### config.mk
export PLATFORM = sky130hd
export DESIGN_NAME = arm32_exec_ctrl
export DESIGN_NICKNAME = d
export VERILOG_FILES = /design/src/rtl/arm32_exec_ctrl.sv
export SDC_FILE = /design/constraint.sdc
export NUM_CORES = 1
export LEC_CHECK = 0
export ABC_AREA = 1
export CAP_MARGIN = 20
export CORE_ASPECT_RATIO = 0.5
export CORE_MARGIN = 2
export CORE_UTILIZATION = 52
export DETAILED_ROUTE_END_ITERATION = 8
export PLACE_DENSITY = 0.86
export SETUP_SLACK_MARGIN = 0.15
export SLEW_MARGIN = 20
export SYNTH_ARGS = -nofsm -noshare
export SYNTH_HDL_FRONTEND = slang
export SYNTH_SLANG_ARGS = --single-unit
export TNS_END_PERCENT = 5
### constraint.sdc
create_clock -name clk -period 5.2 [get_ports clk]
set_input_delay 1.56 -clock clk [delete_from_list [all_inputs] [get_ports clk]]
set_output_delay 1.56 -clock clk [all_outputs]
set_load 0.02 [all_outputs]
### src/rtl/arm32_exec_ctrl.sv
// arm32_exec_ctrl: multi-cycle fetch/decode/execute sequencer for the ARM32 core.
// One instruction in flight; handshaked single-port RAM access for fetch and load/store.
module arm32_exec_ctrl #(
    parameter int                 ADDR_W   = 12,
    parameter logic [ADDR_W-1:0]  RESET_PC = '0
) (
    input  logic              clk,
    input  logic              reset_n,
    output logic              mem_req,
    output logic              mem_we,
    output logic [ADDR_W-1:0] mem_addr,
    input  logic              mem_ready,
    input  logic [31:0]       mem_rdata,
    input  logic              cond_pass,
    input  logic [ADDR_W-1:0] ls_addr,
    output logic [31:0]       ins,
    output logic [ADDR_W-1:0] pc,
    output logic              alu_en,
    output logic              rf_we,
    output logic              flags_we,
    output logic              retire,
    output logic              trap,
    output logic [31:0]       retired_cnt
);

    typedef enum logic [2:0] {
        S_FETCH,
        S_DECODE,
        S_EXEC,
        S_MEM,
        S_WB,
        S_TRAP
    } state_t;

    state_t            state;
    state_t            state_nxt;
    logic [ADDR_W-1:0] pc_nxt;
    logic              ins_load;
    logic              req_c;
    logic              we_c;
    logic              alu_c;
    logic              rf_c;
    logic              fl_c;
    logic              ret_c;

    logic        is_dp;
    logic        is_ls;
    logic        is_br;
    logic [31:0] br_off;

    assign is_dp  = (ins[27:25] == 3'b001);
    assign is_ls  = (ins[27:25] == 3'b010);
    assign is_br  = (ins[27:25] == 3'b101);
    assign br_off = {{8{ins[23]}}, ins[23:0]};

    // State, PC, instruction register and retire counter.
    always_ff @(posedge clk) begin
        if (!reset_n) begin
            state       <= S_FETCH;
            pc          <= RESET_PC;
            ins         <= '0;
            retired_cnt <= '0;
        end else begin
            state <= state_nxt;
            pc    <= pc_nxt;
            if (ins_load) begin
                ins <= mem_rdata;
            end
            if (ret_c) begin
                retired_cnt <= retired_cnt + 32'd1;
            end
        end
    end

    // Next-state, PC update and per-state strobe decode.
    always_comb begin
        state_nxt = state;
        pc_nxt    = pc;
        ins_load  = 1'b0;
        req_c     = 1'b0;
        we_c      = 1'b0;
        mem_addr  = pc;
        alu_c     = 1'b0;
        rf_c      = 1'b0;
        fl_c      = 1'b0;
        ret_c     = 1'b0;
        unique case (state)
            S_FETCH: begin
                req_c = 1'b1;
                if (mem_ready) begin
                    ins_load  = 1'b1;
                    state_nxt = S_DECODE;
                end
            end
            S_DECODE: begin
                if (ins[31:28] == 4'hF) begin
                    state_nxt = S_TRAP;
                end else if (!cond_pass) begin
                    ret_c     = 1'b1;
                    pc_nxt    = pc + ADDR_W'(1);
                    state_nxt = S_FETCH;
                end else if (is_dp || is_ls || is_br) begin
                    state_nxt = S_EXEC;
                end else begin
                    state_nxt = S_TRAP;
                end
            end
            S_EXEC: begin
                alu_c = 1'b1;
                if (is_dp) begin
                    state_nxt = S_WB;
                end else if (is_ls) begin
                    state_nxt = S_MEM;
                end else begin
                    pc_nxt    = pc + ADDR_W'(2) + br_off[ADDR_W-1:0];
                    ret_c     = 1'b1;
                    state_nxt = S_FETCH;
                end
            end
            S_MEM: begin
                req_c    = 1'b1;
                we_c     = ~ins[20];
                mem_addr = ls_addr;
                if (mem_ready) begin
                    if (ins[20]) begin
                        state_nxt = S_WB;
                    end else begin
                        ret_c     = 1'b1;
                        pc_nxt    = pc + ADDR_W'(1);
                        state_nxt = S_FETCH;
                    end
                end
            end
            S_WB: begin
                rf_c      = !(is_dp && (ins[24:23] == 2'b10));
                fl_c      = is_dp && ins[20];
                ret_c     = 1'b1;
                pc_nxt    = pc + ADDR_W'(1);
                state_nxt = S_FETCH;
            end
            S_TRAP: begin
                state_nxt = S_TRAP;
            end
            default: begin
                state_nxt = S_FETCH;
            end
        endcase
    end

    // Strobes are forced low for as long as reset is asserted.
    always_comb begin
        mem_req  = req_c & reset_n;
        mem_we   = we_c & req_c & reset_n;
        alu_en   = alu_c & reset_n;
        rf_we    = rf_c & reset_n;
        flags_we = fl_c & reset_n;
        retire   = ret_c & reset_n;
        trap     = (state == S_TRAP);
    end

endmodule

==> impl_metrics.prom <==
# TYPE chip_impl_metric gauge
chip_impl_metric{name="yosys_warnings",unit=""} 0
chip_impl_metric{name="setup_violations",unit=""} 0
chip_impl_info{name="critical_path_end",value="flags_we"} 1
chip_impl_metric{name="die_width",unit="um"} 143
chip_impl_metric{name="power_per_cell_area",unit="mW/mm2"} 271
chip_impl_metric{name="async_reset_ff_share",unit="%"} 0
chip_impl_metric{name="fillCellCount",unit=""} 799
chip_impl_metric{name="clock_skew",unit="ps"} 7.13
chip_impl_metric{name="post-route-min-period",unit="ps"} 4790
chip_impl_metric{name="cts_made_buffers",unit=""} 9
chip_impl_metric{name="globalRouteTotalUtil",unit="%"} 28.2
chip_impl_metric{name="layout-area-overhead-vs-synth",unit="%"} 36.6
chip_impl_info{name="worst_hold_startpoint",value="ins[21]"} 1
chip_impl_metric{name="synthesis.instances",unit=""} 814
chip_impl_metric{name="avgRoutedWirePerCell",unit="um"} 14.0
chip_impl_metric{name="core",unit="mm2"} 0.00938
chip_impl_info{name="cts-root-buf",value="clkbuf_16"} 1
chip_impl_metric{name="numPortBuffers",unit=""} 142
chip_impl_info{name="yosys-top-cells-area",value="dfxtp_1 32%, nand2_1 21%, a21oi_1 8.0%"} 1
chip_impl_metric{name="post_route_cells_drive_above_1_share",unit="%"} 2.85
chip_impl_metric{name="drv.max_cap_violation_count",unit=""} 0
chip_impl_metric{name="synthesis.area",unit="mm2"} 0.00500
chip_impl_metric{name="area_of_all_sequential_standard_cells",unit="mm2"} 0.00158
chip_impl_info{name="cts_tree",value="yes"} 1
chip_impl_metric{name="final_min_period_over_clock_period",unit="%"} 92.2
chip_impl_metric{name="post-dp-hpwl",unit="um"} 10800
chip_impl_metric{name="cts_resized",unit=""} 0
chip_impl_info{name="synth_top_flop_cell",value="dfxtp_1"} 1
chip_impl_info{name="run_status",value="finished, final reports clean"} 1
chip_impl_metric{name="worstPathArrival",unit="ps"} 3230
chip_impl_metric{name="grt_pass1_wl",unit="um"} 23500
chip_impl_metric{name="r2r.worst_path.cells",unit=""} 9
chip_impl_metric{name="synth-seq-cells",unit=""} 79
chip_impl_metric{name="gp_congestion",unit=""} 0.926
chip_impl_metric{name="floorplan.initialDensity",unit="%"} 53.2
chip_impl_metric{name="timing_max_transition_violations_final",unit=""} 0
chip_impl_metric{name="netlist-cell-type-count",unit=""} 27
chip_impl_metric{name="routed_wl",unit="um"} 15000
chip_impl_metric{name="floorplan.die_area",unit="mm2"} 0.0105
chip_impl_metric{name="boundaryPins",unit=""} 143
chip_impl_metric{name="design.final.nets",unit=""} 1015
chip_impl_metric{name="via_cell_ratio",unit=""} 5.35
chip_impl_metric{name="die_height",unit="um"} 73.3
chip_impl_metric{name="worst_ir_drop_vdd",unit="mV"} 0.199
chip_impl_metric{name="achievable-frequency",unit="MHz"} 209
chip_impl_info{name="critPathLaunchType",value="primary input"} 1
chip_impl_metric{name="globalRoute.totalOverflow",unit=""} 0
chip_impl_metric{name="p_leak",unit="nW"} 2.77
chip_impl_info{name="reg_to_reg_startpoint",value="state[2]"} 1
chip_impl_metric{name="r2r_setup_slack",unit="ps"} 2680
chip_impl_info{name="regToRegEndpoint",value="pc[10]"} 1
chip_impl_metric{name="clock_edge_transition_at_the_registers_on_the_reported_setup_and_hold_paths",unit="ps"} 60
chip_impl_metric{name="dr_total_vias",unit=""} 5718
chip_impl_metric{name="insertedDiodeCount",unit=""} 0
chip_impl_metric{name="critPathMaxFanout",unit=""} 7
chip_impl_metric{name="antenna_violations_before_repair",unit=""} 0
chip_impl_metric{name="tritoncts_num_sinks",unit=""} 79
chip_impl_metric{name="maxSlewHeadroom",unit="%"} 58.9
chip_impl_metric{name="number_of_synthesized_flops_with_an_enable_pin",unit=""} 0
chip_impl_metric{name="cts_post_setup_buffers_inserted",unit=""} 0
chip_impl_info{name="end_kind",value="primary output"} 1
chip_impl_metric{name="count_of_hold_buffers_inserted_by_post_cts_repair",unit=""} 0
chip_impl_metric{name="preCtsSetupSlack",unit="ps"} 432
chip_impl_metric{name="via_count_of_the_first_global_routing_pass",unit=""} 4911
chip_impl_info{name="synth_largest_area_cell",value="dfxtp_1"} 1
chip_impl_metric{name="grt_max_degree",unit=""} 58
chip_impl_metric{name="post_synth.cell_area_avg",unit="um2"} 6.14
chip_impl_metric{name="drt_first_pass_iters",unit=""} 5
chip_impl_metric{name="finalWorstSetupSlack",unit="ps"} 406
chip_impl_metric{name="fin_setup_tns",unit="ps"} 0
chip_impl_info{name="crit_type",value="in -> out"} 1
chip_impl_metric{name="drc",unit=""} 0
chip_impl_metric{name="worst_skew_pair.late_latency",unit="ps"} 340
chip_impl_info{name="grt_setup_unrepaired",value="false"} 1
chip_impl_metric{name="synth.yosys.seq_area_share",unit="%"} 31.7
chip_impl_metric{name="synth.top_cell.area_share",unit="%"} 31.7
chip_impl_metric{name="detail_route.iter0.violations",unit=""} 402
chip_impl_metric{name="tightest_slew",unit="ps"} 617
chip_impl_metric{name="final_hold_violation_count",unit=""} 0
chip_impl_metric{name="cts_max_path_buffers",unit=""} 2
chip_impl_metric{name="synth.net_count",unit=""} 886
chip_impl_metric{name="data_required_critical_path",unit="ps"} 3640
chip_impl_metric{name="drt.antenna.violating_nets",unit=""} 0
chip_impl_metric{name="multi_input_gate_area_in_the_final_layout",unit="mm2"} 0.00294
chip_impl_info{name="worstSetupStartpoint",value="reset_n"} 1
chip_impl_metric{name="num_rows",unit=""} 25
chip_impl_info{name="holdCritPathClass",value="reg -> reg"} 1
chip_impl_metric{name="htreeDepth",unit=""} 3
-- critical path, stage by stage --
cell             delay, ps
clkdlybuf4s50_1        480
clkinv_1               220
nor4_1                 320
clkdlybuf4s50_1        650
-- synthesized netlist by cell type, types with 5 or more instances --
cell        n
inv_1      85
nor3_1     11
a21oi_1    80
nand4_1     9
xor2_1      8
o21ai_0    42
ha_1       23
nor2_1     78
dfxtp_1    79
nand2_1   273
nand3b_1   13
nand3_1    65
clkbuf_1   19
a31oi_1     5
-- sequential cells by signal, summed over array words and instances, names as in the netlist --
signal and cells:
ins 32, state 3, retired_cnt 32, pc 12
-- per-layer routing --
| metal | share of wire [%] | track usage [%] | up-vias | wire length, um |
|---|---|---|---|---|
| li1 | - | - | 2883 | - |
| met1 | 46 | 37.5 | 2629 | 6840 |
| met2 | 47 | 47.2 | 176 | 6980 |
| met3 | 5.4 | 5.02 | 30 | 806 |
| met4 | 2.4 | 9.57 | 0 | 365 |
| met5 | 0 | 0 | - | 0 |
-- stage by stage --
step	util, %	instances	hold slack, ps	power, W	cell area (um2)
after floorplan	-	814	536	0.000929	5000
after global routing	72.7	1069	482	0.00192	6820
final	72.7	1069	462	0.00185	6820
after CTS	72.7	1069	462	0.00185	6820
after detailed placement	68.9	1053	453	0.00110	6470
after global placement	68.9	1053	449	0.00110	6470
-- placed cells by master, fill, tap and decap left out, drive strengths merged --
cell | Yosys | final
nor3 | 11 | 11
o21bai | 2 | 2
clkdlybuf4s50 | 0 | 142
nand2 | 273 | 273
o211ai | 2 | 2
inv | 88 | 87
dfxtp | 79 | 79
nor2 | 79 | 79
a31oi | 5 | 5
ha | 23 | 23
clkbuf | 19 | 11
clkinv | 0 | 3
fa | 1 | 1
nand3 | 66 | 66
nand4 | 9 | 9
nand3b | 13 | 13
xor2 | 8 | 8
bufinv | 0 | 3
and3 | 1 | 1
a21oi | 80 | 80
o22ai | 1 | 1
nor4 | 1 | 1
o21ai | 42 | 42
buf | 11 | 6
-- cells by family (layout without fill, tap and decap cells) --
family | Yosys count | count (layout) | share of synthesized area, %
buffers and inverters | 118 | 252 | 9.57
AO/OA/AOI/OAI | 132 | 132 | 13.6
flip-flops | 79 | 79 | 31.7
adder cells (fa/ha/maj) | 24 | 24 | 6.16
XOR/XNOR | 8 | 8 | 1.40
AND/OR/NAND/NOR | 453 | 453 | 37.6
-- where the power goes --
group          switching, W  total [W]  internal (W)
clock network      0.000254   0.000749      0.000495
logic              0.000242   0.000416      0.000174
registers         0.0000403   0.000681      0.000641
total              0.000536    0.00185       0.00131
-- final cells by class --
class	instances	share of cell area, %
multi-input combinational	617	43.0
clock buffer	11	3.70
clock inverter	5	1.52
timing repair buffer	148	21.5
sequential	79	23.2
tap	121	2.22
inverter	88	4.84
-- worst min path at each step --
stage,end,slack [ps],depth (start not counted)
floorplan,ins[12],540,2
global placement,ins[15],450,2
global route,ins[15],480,2
detailed placement,ins[15],450,2
finish,ins[21],460,2
CTS,ins[15],460,2
Note: power is estimated with default switching activity, not from simulation.
